$ cat src/rtl/fpmul_iter_radix.sv
// fpmul_iter_radix: iterative fixed-point multiplier retiring K multiplier bits per cycle.
//   Latency: operands accepted in IDLE; N/K BUSY cycles later the result is held in DONE.
//   Backpressure: snd_rdy only in IDLE; result held in DONE until rcv_rdy (no overlap).
// Ports: clk/reset_n (async active-low); snd_val/snd_rdy + a, b, rnd operand handshake;
//   rcv_val/rcv_rdy + c, ovf result handshake. c = bits [N+D-1:D] of the (rounded) product.
// Build option: define FPMUL_ITER_RADIX_SAT_EN to clamp c on overflow instead of wrapping.
module fpmul_iter_radix #(
  parameter int N    = 32,
  parameter int D    = 16,
  parameter int SIGN = 1,
  parameter int K    = 4
) (
  input  logic         clk,
  input  logic         reset_n,
  input  logic         snd_val,
  output logic         snd_rdy,
  input  logic [N-1:0] a,
  input  logic [N-1:0] b,
  input  logic         rnd,
  output logic         rcv_val,
  input  logic         rcv_rdy,
  output logic [N-1:0] c,
  output logic         ovf
);
  localparam int W  = 2 * N;
  localparam int ND = N / K;
  localparam int CW = (ND > 1) ? $clog2(ND) : 1;
  localparam logic [CW-1:0] LAST_DIG = CW'(ND - 1);
  localparam int RSH = (D > 0) ? D - 1 : 0;
  localparam logic [W-1:0] RND_INC = (D > 0) ? (W'(1) << RSH) : '0;

  typedef enum logic [1:0] {IDLE, BUSY, DONE} state_t;
  state_t state_q, state_d;

  logic [W-1:0]  acc_q;
  logic [W-1:0]  a_sh_q;   // multiplicand, pre-shifted to the weight of the current digit
  logic [N-1:0]  b_sh_q;   // multiplier, current digit always in the low K bits
  logic [CW-1:0] cnt_q;
  logic          rnd_q;
  logic          last_dig;
  logic [W-1:0]  pp, acc_nxt, pr, pr_sh;
  logic [N-1:0]  c_d;
  logic          ovf_d;

  assign snd_rdy  = (state_q == IDLE);
  assign rcv_val  = (state_q == DONE);
  assign last_dig = (cnt_q == LAST_DIG);

  always_comb begin
    state_d = state_q;
    unique case (state_q)
      IDLE:    if (snd_val) state_d = BUSY;
      BUSY:    if (last_dig) state_d = DONE;
      DONE:    if (rcv_rdy) state_d = IDLE;
      default: state_d = IDLE;
    endcase
  end

  always_comb begin
    pp = a_sh_q * {{(W-K){1'b0}}, b_sh_q[K-1:0]};
    // Top digit of a signed multiplier: its MSB weighs -2^(K-1) within the digit,
    // i.e. the unsigned digit value minus 2^K.
    if (SIGN != 0 && last_dig && b_sh_q[K-1]) pp = pp - (a_sh_q << K);
    acc_nxt = acc_q + pp;
    // 2N bits hold the rounded product in both signednesses since D < N.
    pr = acc_nxt + (rnd_q ? RND_INC : '0);
    if (SIGN != 0) pr_sh = $unsigned($signed(pr) >>> D);
    else           pr_sh = pr >> D;
    c_d = pr_sh[N-1:0];
    if (SIGN != 0) ovf_d = !((&pr_sh[W-1:N-1]) | ~(|pr_sh[W-1:N-1]));
    else           ovf_d = |pr_sh[W-1:N];
`ifdef FPMUL_ITER_RADIX_SAT_EN
    if (ovf_d) begin
      if (SIGN == 0)    c_d = '1;
      else if (pr[W-1]) c_d = {1'b1, {(N-1){1'b0}}};
      else              c_d = {1'b0, {(N-1){1'b1}}};
    end
`endif
  end

  always_ff @(posedge clk or negedge reset_n) begin
    if (!reset_n) begin
      state_q <= IDLE;
      state_q <= IDLE;
      acc_q   <= '0;
      a_sh_q  <= '0;
      b_sh_q  <= '0;
      cnt_q   <= '0;
      rnd_q   <= 1'b0;
      c       <= '0;
      ovf     <= 1'b0;
    end else begin
      state_q <= state_d;
      case (state_q)
        IDLE: begin
          if (snd_val) begin
            acc_q  <= '0;
            cnt_q  <= '0;
            rnd_q  <= rnd;
            b_sh_q <= b;
            a_sh_q <= (SIGN != 0) ? {{N{a[N-1]}}, a} : {{N{1'b0}}, a};
          end
        end
        BUSY: begin
          acc_q  <= acc_nxt;
          a_sh_q <= a_sh_q << K;
          b_sh_q <= b_sh_q >> K;
          cnt_q  <= cnt_q + CW'(1);
          // Result registers load with the final digit so DONE presents it at once.
          if (last_dig) begin
            c   <= c_d;
            ovf <= ovf_d;
          end
        end
        default: ;
      endcase
    end
  end
endmodule

$ cat config.mk
export PLATFORM = sky130hd
export DESIGN_NAME = fpmul_iter_radix
export DESIGN_NICKNAME = d
export VERILOG_FILES = /design/src/rtl/fpmul_iter_radix.sv
export SDC_FILE = /design/constraint.sdc
export NUM_CORES = 1
export LEC_CHECK = 0
export BUFFER_PORTS_ARGS = -buffer_cell sky130_fd_sc_hd__buf_2
export CORE_MARGIN = 1
export CORE_UTILIZATION = 55
export CTS_CLUSTER_DIAMETER = 60
export DETAILED_ROUTE_END_ITERATION = 6
export GPL_ROUTABILITY_DRIVEN = 0
export PLACE_DENSITY = 0.84
export SYNTH_ARGS = -nofsm -noshare
export SYNTH_HDL_FRONTEND = slang
export SYNTH_SLANG_ARGS = --single-unit
$ cat constraint.sdc
create_clock -name clk -period 15 [get_ports clk]
set_input_delay 1.5 -clock clk [delete_from_list [all_inputs] [get_ports clk]]
set_output_delay 1.5 -clock clk [all_outputs]
set_load 0.02 [all_outputs]
Word level (Yosys, flattened, before mapping)
Cells that the tools add are included.

cells by class
  add/subtract/negate cells = 4
  multiply operators = 1
  div/mod/pow operators = 0
  magnitude comparators = 0
  equality and inequality tests = 6
  shift-type cells = 0
  multiplexer cells = 14
  bitwise logic cells = 2
  reduce and logical (&&, ||, !) cells = 10

operators by type and width
  cell                                                                    count
  64-bit one-hot mux with 2 select lines                                  2
  64-bit two-way mux                                                      3
  64-bit by 16-bit adder with 64-bit output                               1
  64-bit adder                                                            1
  64-bit by 4-bit multiplier with 64-bit output                           1
  32-bit one-hot mux with 2 select lines                                  1
  64-bit subtractor                                                       1
  32-bit two-way mux                                                      1
  17-bit AND reduction                                                    1
  17-bit OR reduction                                                     1
  16-bit two-way mux                                                      1
  2-bit two-way mux                                                       3
  2-bit one-hot mux with 3 select lines                                   1
  3-bit one-hot mux with 2 select lines                                   1
  2-bit AND reduction                                                     3
  2-bit != test (second input constant)                                   2
  3-bit by 1-bit adder with 3-bit output (second input constant)          1
  3-bit equality test (second input constant)                             1
  3-bit two-way mux                                                       1
  3-bit AND reduction                                                     1
  2-bit by 1-bit equality test with 1-bit output (second input constant)  1
  2-bit equality test (second input constant)                             1
  2-bit logical NOT                                                       1
  2-bit by 1-bit != test with 1-bit output (second input constant)        1
  other kinds (5)                                                         5

storage, ports and cells
  flip-flop bits (word level) = 199
  bits in latches = 0
  RAM bits = 0
  ROM bits = 0
  input bits = 69
  output and inout port bits = 35
  word-level logic and storage cells = 45
  memories kept = 0

Logic depth before layout (Yosys ltp)
Gate-level depths: netlist of run 1.

  word-level depth = 9
  depth in mapped cells = 50
  mapped depth without buffers = 47

Worst setup path before layout of run 1
OpenSTA, ideal clock, no wires.

  path kind = reg-to-reg
  from = reg b_sh_q[3]
  to = reg ovf
  library setup time = 0.134 ns
  arrival = 10.501 ns
  required time = 14.866 ns
  slack = 4.365 ns
  cell stages (with the launch flop) = 47
  path buffers = 4
  clock period less this slack = 10.635 ns
  path through = dfrtp_1 clkbuf_1 clkbuf_1 and2_1 fa_1 inv_1 fa_1 inv_1 ha_1 a2111oi_0 o21ai_0 and2_1 nand2_1 or4b_2 nand3_1 nand2_1 a21o_1 a21oi_1 [11 not listed] o21ai_0 a21oi_1 xnor2_1 mux2_2 ha_1 clkbuf_1 nand2_1 nor4_1 a21bo_2 nor3_1 a211oi_4 o311ai_1 or4_4 or4_4 nor4_1 nor3_1 o41ai_1 a21oi_1

on the way
  cells in the longest elaborated chain, start to end = 9
  elaborated cells on any way between the ends = 11
  classes of those cells = add/sub (3); mul (1); mux (1); bitwise (2); reduce/logical (4)

ends and longest elaborated chain
  element                                        RTL line  RTL
  start, declared                                37        logic [N-1:0] b_sh_q;
  start signal, assigned                         107       b_sh_q <= b_sh_q >> K;
  64-bit by 4-bit multiplier with 64-bit output  60        pp = a_sh_q * {{(W-K){1'b0}}, b_sh_q[K-1:0]};
  64-bit subtractor                              63        if (SIGN != 0 && last_dig && b_sh_q[K-1]) pp = pp - (a_sh_q << K);
  64-bit two-way mux (*)                         63
  64-bit adder (*)                               64        acc_nxt = acc_q + pp;
  64-bit by 16-bit adder with 64-bit output (*)  66        pr = acc_nxt + (rnd_q ? RND_INC : '0);
  17-bit OR reduction                            70        if (SIGN != 0) ovf_d = !((&pr_sh[W-1:N-1]) | ~(|pr_sh[W-1:N-1]));
  1-bit NOT                                      70
  1-bit bitwise OR (*)                           70
  1-bit logical NOT (*)                          70
  end signal, assigned                           112       ovf <= ovf_d;
  end, declared                                  23        output logic ovf

Every way passes the cells marked *; elsewhere a longest branch is shown, timed or not.
A chain may end at the register's enable or synchronous reset.

Worst setup path after layout of run 1
Ends and elaborated chain as after synthesis.

==> insert_results.sql, run 1 <==
INSERT INTO impl_metrics (metric_group, metric, value, unit) VALUES
('setup_path', 'required', '15.39', 'ns'),
('timing', 'report.final.hold_viol_count', '0', ''),
('grt', 'via_count_of_the_first_global_routing_pass', '22300', ''),
('drt', 'drt_iter0_markers', '1761', ''),
('die', 'start_util', '55.7', '%'),
('yosys', 'ys_top_cells_by_count', '479 x sky130_fd_sc_hd__nand2_1, 284 x sky130_fd_sc_hd__inv_1, 220 x sky130_fd_sc_hd__o21ai_0', ''),
('yosys', 'postSynthCellCount', '3180', ''),
('cts', 'clock_latency', '0.52', 'ns'),
('timing', 'setup_repair_after_global_routing_missed_its_margin', 'no', ''),
('yosys', 'syn-num-nets', '3563', ''),
('yosys', 'netlist_top_cells_area', 'sky130_fd_sc_hd__dfrtp_1 20%, sky130_fd_sc_hd__fa_1 10%, sky130_fd_sc_hd__ha_1 9.7%', ''),
('drt', 'drt-pass1-iter-count', '7', ''),
('drt', 'count_of_unresolved_drc_violations_after_routing', '1', ''),
('cts', 'clkSlewWorstSetupHoldPaths', '0.08', 'ns'),
('setup_path', 'slowest_stage', 'sky130_fd_sc_hd__nor4_1', ''),
('final_layout', 'layout-drive-gt1-share', '6.22', '%'),
('die', 'total_die_area', '45600', 'um^2'),
('timing', 'fin_skew', '0.0219', 'ns'),
('setup_path', 'critical_path.top_delay_family', 'compound AO/OA/AOI/OAI gates', ''),
('yosys', 'yosysWarningCount', '0', ''),
('final_layout', 'final_cell_count_no_fill', '3777', ''),
('setup_path', 'r2r.worst_path.cells', '44', ''),
('run_status', 'violations', 'design-rule violations', ''),
('drt', 'avgRoutedWirePerCell', '16.7', 'um'),
('grt', 'maximum_number_of_pins_on_one_net_before_global_route_repair', '85', ''),
('yosys', 'synth.ff_latch_count', '199', ''),
('final_layout', 'finalCoreUtilization', '58.9', '%'),
('yosys', 'sequential_share_of_the_synthesized_area', '20.3', '%'),
('timing', 'final-max-slew-violation-count', '0', ''),
('drt', 'per_cell_via_count_in_the_routed_design', '6.03', ''),
('cts', 'tritoncts_num_sinks', '199', ''),
('die', 'fp-row-count', '77', ''),
('place', 'hpwl', '47800', 'um'),
('setup_path', 'worstSetupEndpointType', 'register', ''),
('cts', 'postCtsSetupBuffers', '0', ''),
('place', 'preCtsSetupSlack', '3.34', 'ns'),
('yosys', 'synth_top_area_share', '20.3', '%'),
('setup_path', 'path_common_cell', 'sky130_fd_sc_hd__a21o_1', ''),
('cts', 'cts_inserted_buffers', '17', ''),
('die', 'core', '44100', 'um^2'),
('yosys', 'avgSynthCellArea', '7.73', 'um^2'),
('setup_path', 'path_max_fanout', '54', ''),
('final_layout', 'seqCellArea', '4980', 'um^2'),
('timing', 'worst_setup_margin', '3.18', 'ns'),
('die', 'die_height', '213', 'um'),
('timing', 'clock.fmax', '84.6', 'MHz'),
('place', 'place.detailed.instances', '3745', ''),
('setup_path', 'critical_path.n_buffers_inverters', '3', ''),
('yosys', 'mappedNetlistArea', '24600', 'um^2'),
('grt', 'globalRoute.totalOverflow', '0', ''),
('cts', 'cts_root_buffer', 'sky130_fd_sc_hd__clkbuf_16', ''),
('setup_path', 'maximum_single_stage_delay_on_the_critical_path', '0.70', 'ns'),
('drt', 'final_antenna_net_count', '0', ''),
('final_layout', 'area.growth.synth_to_final', '5.76', '%'),
('yosys', 'asyncSetResetFlopFracSynth', '100', '%'),
('job', 'cap_violations', '0', ''),
('die', 'boundaryPins', '104', ''),
('final_layout', 'num-nets-final', '3555', ''),
('grt', 'global_route.usage.total', '28.9', '%'),
('cts', 'cts_resized', '0', ''),
('yosys', 'synth_ff_type', 'sky130_fd_sc_hd__dfrtp_1', ''),
('drt', 'drt-total-wl', '63100', 'um'),
('run_status', 'run_status', 'finished, violations left', ''),
('final_layout', 'insertedDiodeCount', '0', ''),
('grt', 'grt_pass1_wl', '106000', 'um'),
('timing', 'setup-violations-final', '0', ''),
('setup_path', 'timing_worst_setup_path_type', 'reg -> reg', ''),
('die', 'dieWidth', '213', 'um'),
('place', 'place.port_buffers', '103', ''),
('timing', 'timing_worst_slew_pin_value', '1.14', 'ns'),
('setup_path', 'arrival', '12.21', 'ns');
-- cells by family after synthesis --
group | count (synthesis) | share of synthesized area, %
and+or+nand+nor | 1165 | 22.8
adders and majority gates | 314 | 19.7
AOI/OAI and AO/OA | 859 | 22.8
xor gates and xnor gates | 195 | 7.00
DFF | 199 | 20.3
buffers and inverters | 431 | 6.63
muxes | 17 | 0.743
-- layout make-up --
type                       count  area share (%)
multi-input combinational   2550            69.3
clock inverter                11           0.423
inverter                     285            4.11
timing repair buffer         119            2.48
clock buffer                  21            1.73
tap                          592            2.85
sequential                   199            19.2
-- worst reg2reg max path: cells and delay by family (launching register included) --
family,cells,cell delay (ns)
XOR/XNOR,2,0.29
buffers and inverters,3,0.42
AO/OA/AOI/OAI,19,4.35
flip-flops,1,0.48
adder cells (fa/ha/maj),5,2.20
multiplexers,1,0.27
AND/OR/NAND/NOR,14,3.69
-- metrics by stage --
| step | instance area, um^2 | hold slack, ns |
|---|---|---|
| after floorplan | 24600 | 0.445 |
| after global placement | 25400 | 0.460 |
| after detailed placement | 25400 | 0.469 |
| after CTS | 26000 | 0.487 |
| after global routing | 26000 | 0.500 |
| final | 26000 | 0.482 |
-- final timing paths --
check | start | to | slack, ns
min in group asynchronous | reset_n | acc_q[3] | 1.00
max in group asynchronous | reset_n | acc_q[60] | 12.65
hold / removal | c[25] | c[25] | 0.48
setup reg to reg | b_sh_q[3] | ovf | 3.18
setup / recovery | b_sh_q[3] | ovf | 3.18
hold reg to reg | c[25] | c[25] | 0.48
-- state kept, by name (all words and copies together), names as in the netlist --
name	cells
a_sh_q	64
ovf	1
cnt_q	3
acc_q	64
b_sh_q	32
rnd_q	1
state_q	2
c	32
-- layer usage --
layer,track usage (%),up-vias,part of all wire (%)
met5,0,-,0
met4,16.6,0,5.0
met3,3.90,204,4.6
met2,50.1,701,49
met1,34.3,10800,41
li1,-,11000,-
-- layout by cell type, fill, tap and decap left out, types with 19 or more instances in the layout --
cell type,synthesis,final
sky130_fd_sc_hd__nand2b_1,33,32
sky130_fd_sc_hd__o21bai_1,27,27
sky130_fd_sc_hd__o211ai_1,19,19
sky130_fd_sc_hd__buf_2,4,102
sky130_fd_sc_hd__a22o_1,22,22
sky130_fd_sc_hd__ha_1,191,191
sky130_fd_sc_hd__o21a_1,23,23
sky130_fd_sc_hd__and3_1,24,24
sky130_fd_sc_hd__a21oi_1,192,192
sky130_fd_sc_hd__nand3_1,78,78
sky130_fd_sc_hd__inv_1,284,284
sky130_fd_sc_hd__nor2b_1,28,27
sky130_fd_sc_hd__a31oi_1,72,72
sky130_fd_sc_hd__a221o_1,35,35
sky130_fd_sc_hd__xor2_1,78,78
sky130_fd_sc_hd__o21ai_0,220,220
sky130_fd_sc_hd__and2_1,158,157
sky130_fd_sc_hd__nand4_1,40,40
sky130_fd_sc_hd__nor3_1,52,52
sky130_fd_sc_hd__xnor2_1,116,116
sky130_fd_sc_hd__nand2_1,479,476
sky130_fd_sc_hd__nor2_1,176,175
sky130_fd_sc_hd__or3_1,21,21
sky130_fd_sc_hd__fa_1,123,123
sky130_fd_sc_hd__dfrtp_1,199,199
sky130_fd_sc_hd__a21o_1,113,113
Power of run 1 is not shown: default switching activity piles up to over one toggle a cycle in this logic, so the estimate is an artifact.
==> inputs of run 2 (changes only) <==
--- a/config.mk
+++ b/config.mk
@@ -5,6 +5,7 @@
 export SDC_FILE = /design/constraint.sdc
 export NUM_CORES = 1
 export LEC_CHECK = 0
+export ABC_AREA = 1
 export BUFFER_PORTS_ARGS = -buffer_cell sky130_fd_sc_hd__buf_2
 export CORE_MARGIN = 1
 export CORE_UTILIZATION = 55
==> constraint.sdc (replaced) <==
create_clock -name clk -period 11.5 [get_ports clk]
set_input_delay 1.15 -clock clk [delete_from_list [all_inputs] [get_ports clk]]
set_output_delay 1.15 -clock clk [all_outputs]
set_load 0.02 [all_outputs]
==> insert_results.sql, run 2 <==
INSERT INTO impl_metrics (metric_group, metric, value, unit) VALUES
('run_status', 'run_status', 'finished, violations left', ''),
('run_status', 'violations', 'design-rule violations', ''),
('setup_path', 'worstSetupEndpointType', 'register', ''),
('yosys', 'yosysWarningCount', '0', ''),
('die', 'fp-row-count', '84', ''),
('yosys', 'mappedNetlistArea', '29500', 'um^2'),
('yosys', 'sequential_share_of_the_synthesized_area', '16.9', '%'),
('drt', 'per_cell_via_count_in_the_routed_design', '5.70', ''),
('final_layout', 'multi_input_gate_area', '20000', 'um^2'),
('grt', 'maximum_number_of_pins_on_one_net_before_global_route_repair', '98', ''),
('yosys', 'synth_top_area_share', '19.6', '%'),
('drt', 'drt-total-wl', '94700', 'um'),
('cts', 'clock_tree_from_tritoncts', 'yes', ''),
('timing', 'fin_crit_sh', '91.8', '%'),
('cts', 'clkSlewWorstSetupHoldPaths', '0.09', 'ns'),
('cts', 'cts_root_buffer', 'sky130_fd_sc_hd__clkbuf_16', ''),
('setup_path', 'path_common_cell', 'sky130_fd_sc_hd__nand2_1', ''),
('place', 'place.detailed.instances', '5620', ''),
('yosys', 'avgSynthCellArea', '6.01', 'um^2'),
('timing', 'period_minus_slack', '10.55', 'ns'),
('grt', 'antenna_found_initial', '1', ''),
('final_layout', 'seqCellArea', '4980', 'um^2'),
('setup_path', 'timing_worst_setup_path_type', 'reg -> reg', ''),
('final_layout', 'num-fill-cells', '5096', ''),
('timing', 'fin_skew', '0.0242', 'ns'),
('setup_path', 'maximum_single_stage_delay_on_the_critical_path', '0.67', 'ns'),
('setup_path', 'r2r-end', 'ovf', ''),
('timing', 'clock.fmax', '94.8', 'MHz'),
('final_layout', 'area.growth.synth_to_final', '6.05', '%'),
('cts', 'cts-hold-fix-buffers', '0', ''),
('final_layout', 'insertedDiodeCount', '0', ''),
('setup_path', 'cp-start-kind', 'register', ''),
('setup_path', 'arrival', '10.97', 'ns'),
('final_layout', 'num-nets-final', '5334', ''),
('cts', 'cts_inserted_buffers', '17', ''),
('place', 'preCtsSetupSlack', '1.58', 'ns'),
('final_layout', 'layout_commonest_cell', 'sky130_fd_sc_hd__nand2_1', ''),
('setup_path', 'crit_path_start', 'b_sh_q[3]', ''),
('grt', 'grt_pass1_wl', '152000', 'um'),
('cts', 'htreeDepth', '4', ''),
('yosys', 'synth-edff-count', '0', ''),
('final_layout', 'finalCoreUtilization', '59.3', '%'),
('timing', 'setup_repair_after_global_routing_missed_its_margin', 'no', ''),
('drt', 'drt_iter0_markers', '4266', ''),
('yosys', 'netlist_top_cells_area', 'sky130_fd_sc_hd__nand2_1 20%, sky130_fd_sc_hd__dfrtp_1 17%, sky130_fd_sc_hd__inv_1 14%', ''),
('timing', 'setup-violations-final', '0', ''),
('yosys', 'number_of_library_cell_types_mapped_by_synthesis', '56', ''),
('drt', 'avgRoutedWirePerCell', '16.8', 'um'),
('timing', 'final-max-slew-violation-count', '0', ''),
('setup_path', 'r2r.worst_path.cells', '53', ''),
('yosys', 'synth_ff_type', 'sky130_fd_sc_hd__dfrtp_1', ''),
('worst_hold_path', 'timing.hold.worst.class', 'reg -> reg', ''),
('place', 'hpwl', '76800', 'um'),
('drt', 'final_antenna_net_count', '0', ''),
('yosys', 'synth.ff_latch_count', '199', ''),
('yosys', 'syn-num-nets', '5292', ''),
('grt', 'global_route.usage.total', '35.3', '%'),
('die', 'boundaryPins', '104', ''),
('worst_hold_path', 'worst_hold_startpoint', 'c[0]', ''),
('job', 'cap_violations', '0', ''),
('die', 'die_height', '234', 'um'),
('timing', 'max_slew_margin', '18.8', '%'),
('drt', 'count_of_unresolved_drc_violations_after_routing', '10', ''),
('final_layout', 'reg_top3', 'a_sh_q x64, acc_q x64', ''),
('drt', 'drt-pass1-iter-count', '7', ''),
('setup_path', 'ff2ff_setup_slack', '0.95', 'ns'),
('final_layout', 'layout-drive-gt1-share', '6.45', '%'),
('setup_path', 'path_max_fanout', '13', ''),
('yosys', 'postSynthCellCount', '4909', ''),
('cts', 'clock_latency', '0.54', 'ns'),
('drt', 'vias', '32200', ''),
('final_layout', 'final_cell_count_no_fill', '5652', ''),
('die', 'core', '52800', 'um^2'),
('grt', 'via_count_of_the_first_global_routing_pass', '30100', ''),
('die', 'dieWidth', '234', 'um'),
('worst_hold_path', 'min_path_cells', '2', ''),
('cts', 'postCtsSetupBuffers', '0', ''),
('die', 'start_util', '55.9', '%'),
('cts', 'cts_resized', '0', ''),
('yosys', 'synth.most_common_cell', 'sky130_fd_sc_hd__nand2_1', ''),
('yosys', 'asyncSetResetFlopFracSynth', '100', '%'),
('die', 'total_die_area', '54600', 'um^2'),
('cts', 'tritoncts_num_sinks', '199', ''),
('setup_path', 'required', '11.91', 'ns'),
('timing', 'report.final.hold_viol_count', '0', ''),
('cts', 'clk_path_buf_depth', '2', ''),
('final_layout', 'layout.cells.most_common_list', '1536 x sky130_fd_sc_hd__nand2_1, 1087 x sky130_fd_sc_hd__inv_1, 366 x sky130_fd_sc_hd__nor2_1, 225 x sky130_fd_sc_hd__a21oi_1, 225 x sky130_fd_sc_hd__o21ai_0', ''),
('timing', 'worst_setup_margin', '0.947', 'ns'),
('yosys', 'ys_top_cells_by_count', '1537 x sky130_fd_sc_hd__nand2_1, 1088 x sky130_fd_sc_hd__inv_1, 368 x sky130_fd_sc_hd__nor2_1', ''),
('setup_path', 'crit-reg2reg-launch', 'b_sh_q[3]', ''),
('worst_hold_path', 'timing.hold.worst_endpoint', 'c[0]', ''),
('timing', 'final.setup.tns', '0', 'ns'),
('timing', 'timing_worst_slew_pin_value', '1.21', 'ns'),
('yosys', 'leading_area_contributor_after_synthesis', 'sky130_fd_sc_hd__nand2_1', ''),
('place', 'place.port_buffers', '103', ''),
('setup_path', 'slowest_stage', 'sky130_fd_sc_hd__a2111oi_0', ''),
('grt', 'globalRoute.totalOverflow', '0', '');
[run 2: cell count changes in the layout (fill, tap and decap cells not counted), moves of 35 or more]
cell,previous run,this run
sky130_fd_sc_hd__nand2_1,476,1536
sky130_fd_sc_hd__a21o_1,113,23
sky130_fd_sc_hd__a221o_1,35,0
sky130_fd_sc_hd__nor2_2,0,37
sky130_fd_sc_hd__xnor2_1,116,32
sky130_fd_sc_hd__nand2_2,3,50
sky130_fd_sc_hd__nor2_1,175,366
sky130_fd_sc_hd__and2_1,157,7
sky130_fd_sc_hd__inv_1,284,1087
sky130_fd_sc_hd__nand3_1,78,187
sky130_fd_sc_hd__a221oi_1,4,54
[run 2: worst max-delay path by stage]
stage / to / slack, ns / cells past startpoint
CTS: ovf / 1.53 / 53
global route: ovf / 0.41 / 56
detailed placement: ovf / 1.58 / 53
finish: ovf / 0.95 / 53
global placement: ovf / 1.60 / 53
floorplan: ovf / 3.34 / 55
[run 2: final cells by class]
cell class                      instances  share of cell area [%]
Multi-Input combinational cell       3513                    64.1
Timing Repair Buffer                  119                    2.06
Tap cell                              688                    2.75
Clock buffer                           17                    1.36
Clock inverter                         15                   0.620
Inverter                             1101                    13.2
Sequential cell                       199                    15.9
[run 2: metrics by stage]
step                hold WS [ns]  area, um^2
detailed placement         0.459       30700
global placement           0.465       30700
CTS                        0.486       31300
global route               0.503       31300
floorplan                  0.449       29500
finish                     0.483       31300
[run 2: logic make-up after synthesis]
logic type | count (synthesis) | synth area share (%)
adder cells (fa/ha/maj) | 314 | 16.4
flip-flops | 199 | 16.9
AND/OR/NAND/NOR | 2400 | 34.2
AO/OA/AOI/OAI | 692 | 14.0
multiplexers | 2 | 0.0679
buffers and inverters | 1197 | 15.2
XOR/XNOR | 105 | 3.12
[run 2: routing by layer]
layer	GRT usage, %	share of wire (%)	up-vias
met2	53.3	42	1838
met5	0	0.014	-
li1	-	-	15400
met4	17.5	5.1	2
met3	6.82	11	336
met1	48.0	42	14700
[run 2: critical path, delay by kind of cell (launching register included)]
family                     cells  cell delay (ns)
and+or+nand+nor               34             4.26
AOI/OAI and AO/OA             12             3.24
adders and majority gates      5             2.34
buffers and inverters          2             0.13
DFF                            1             0.50
Power of run 2 is left out for the same reason.
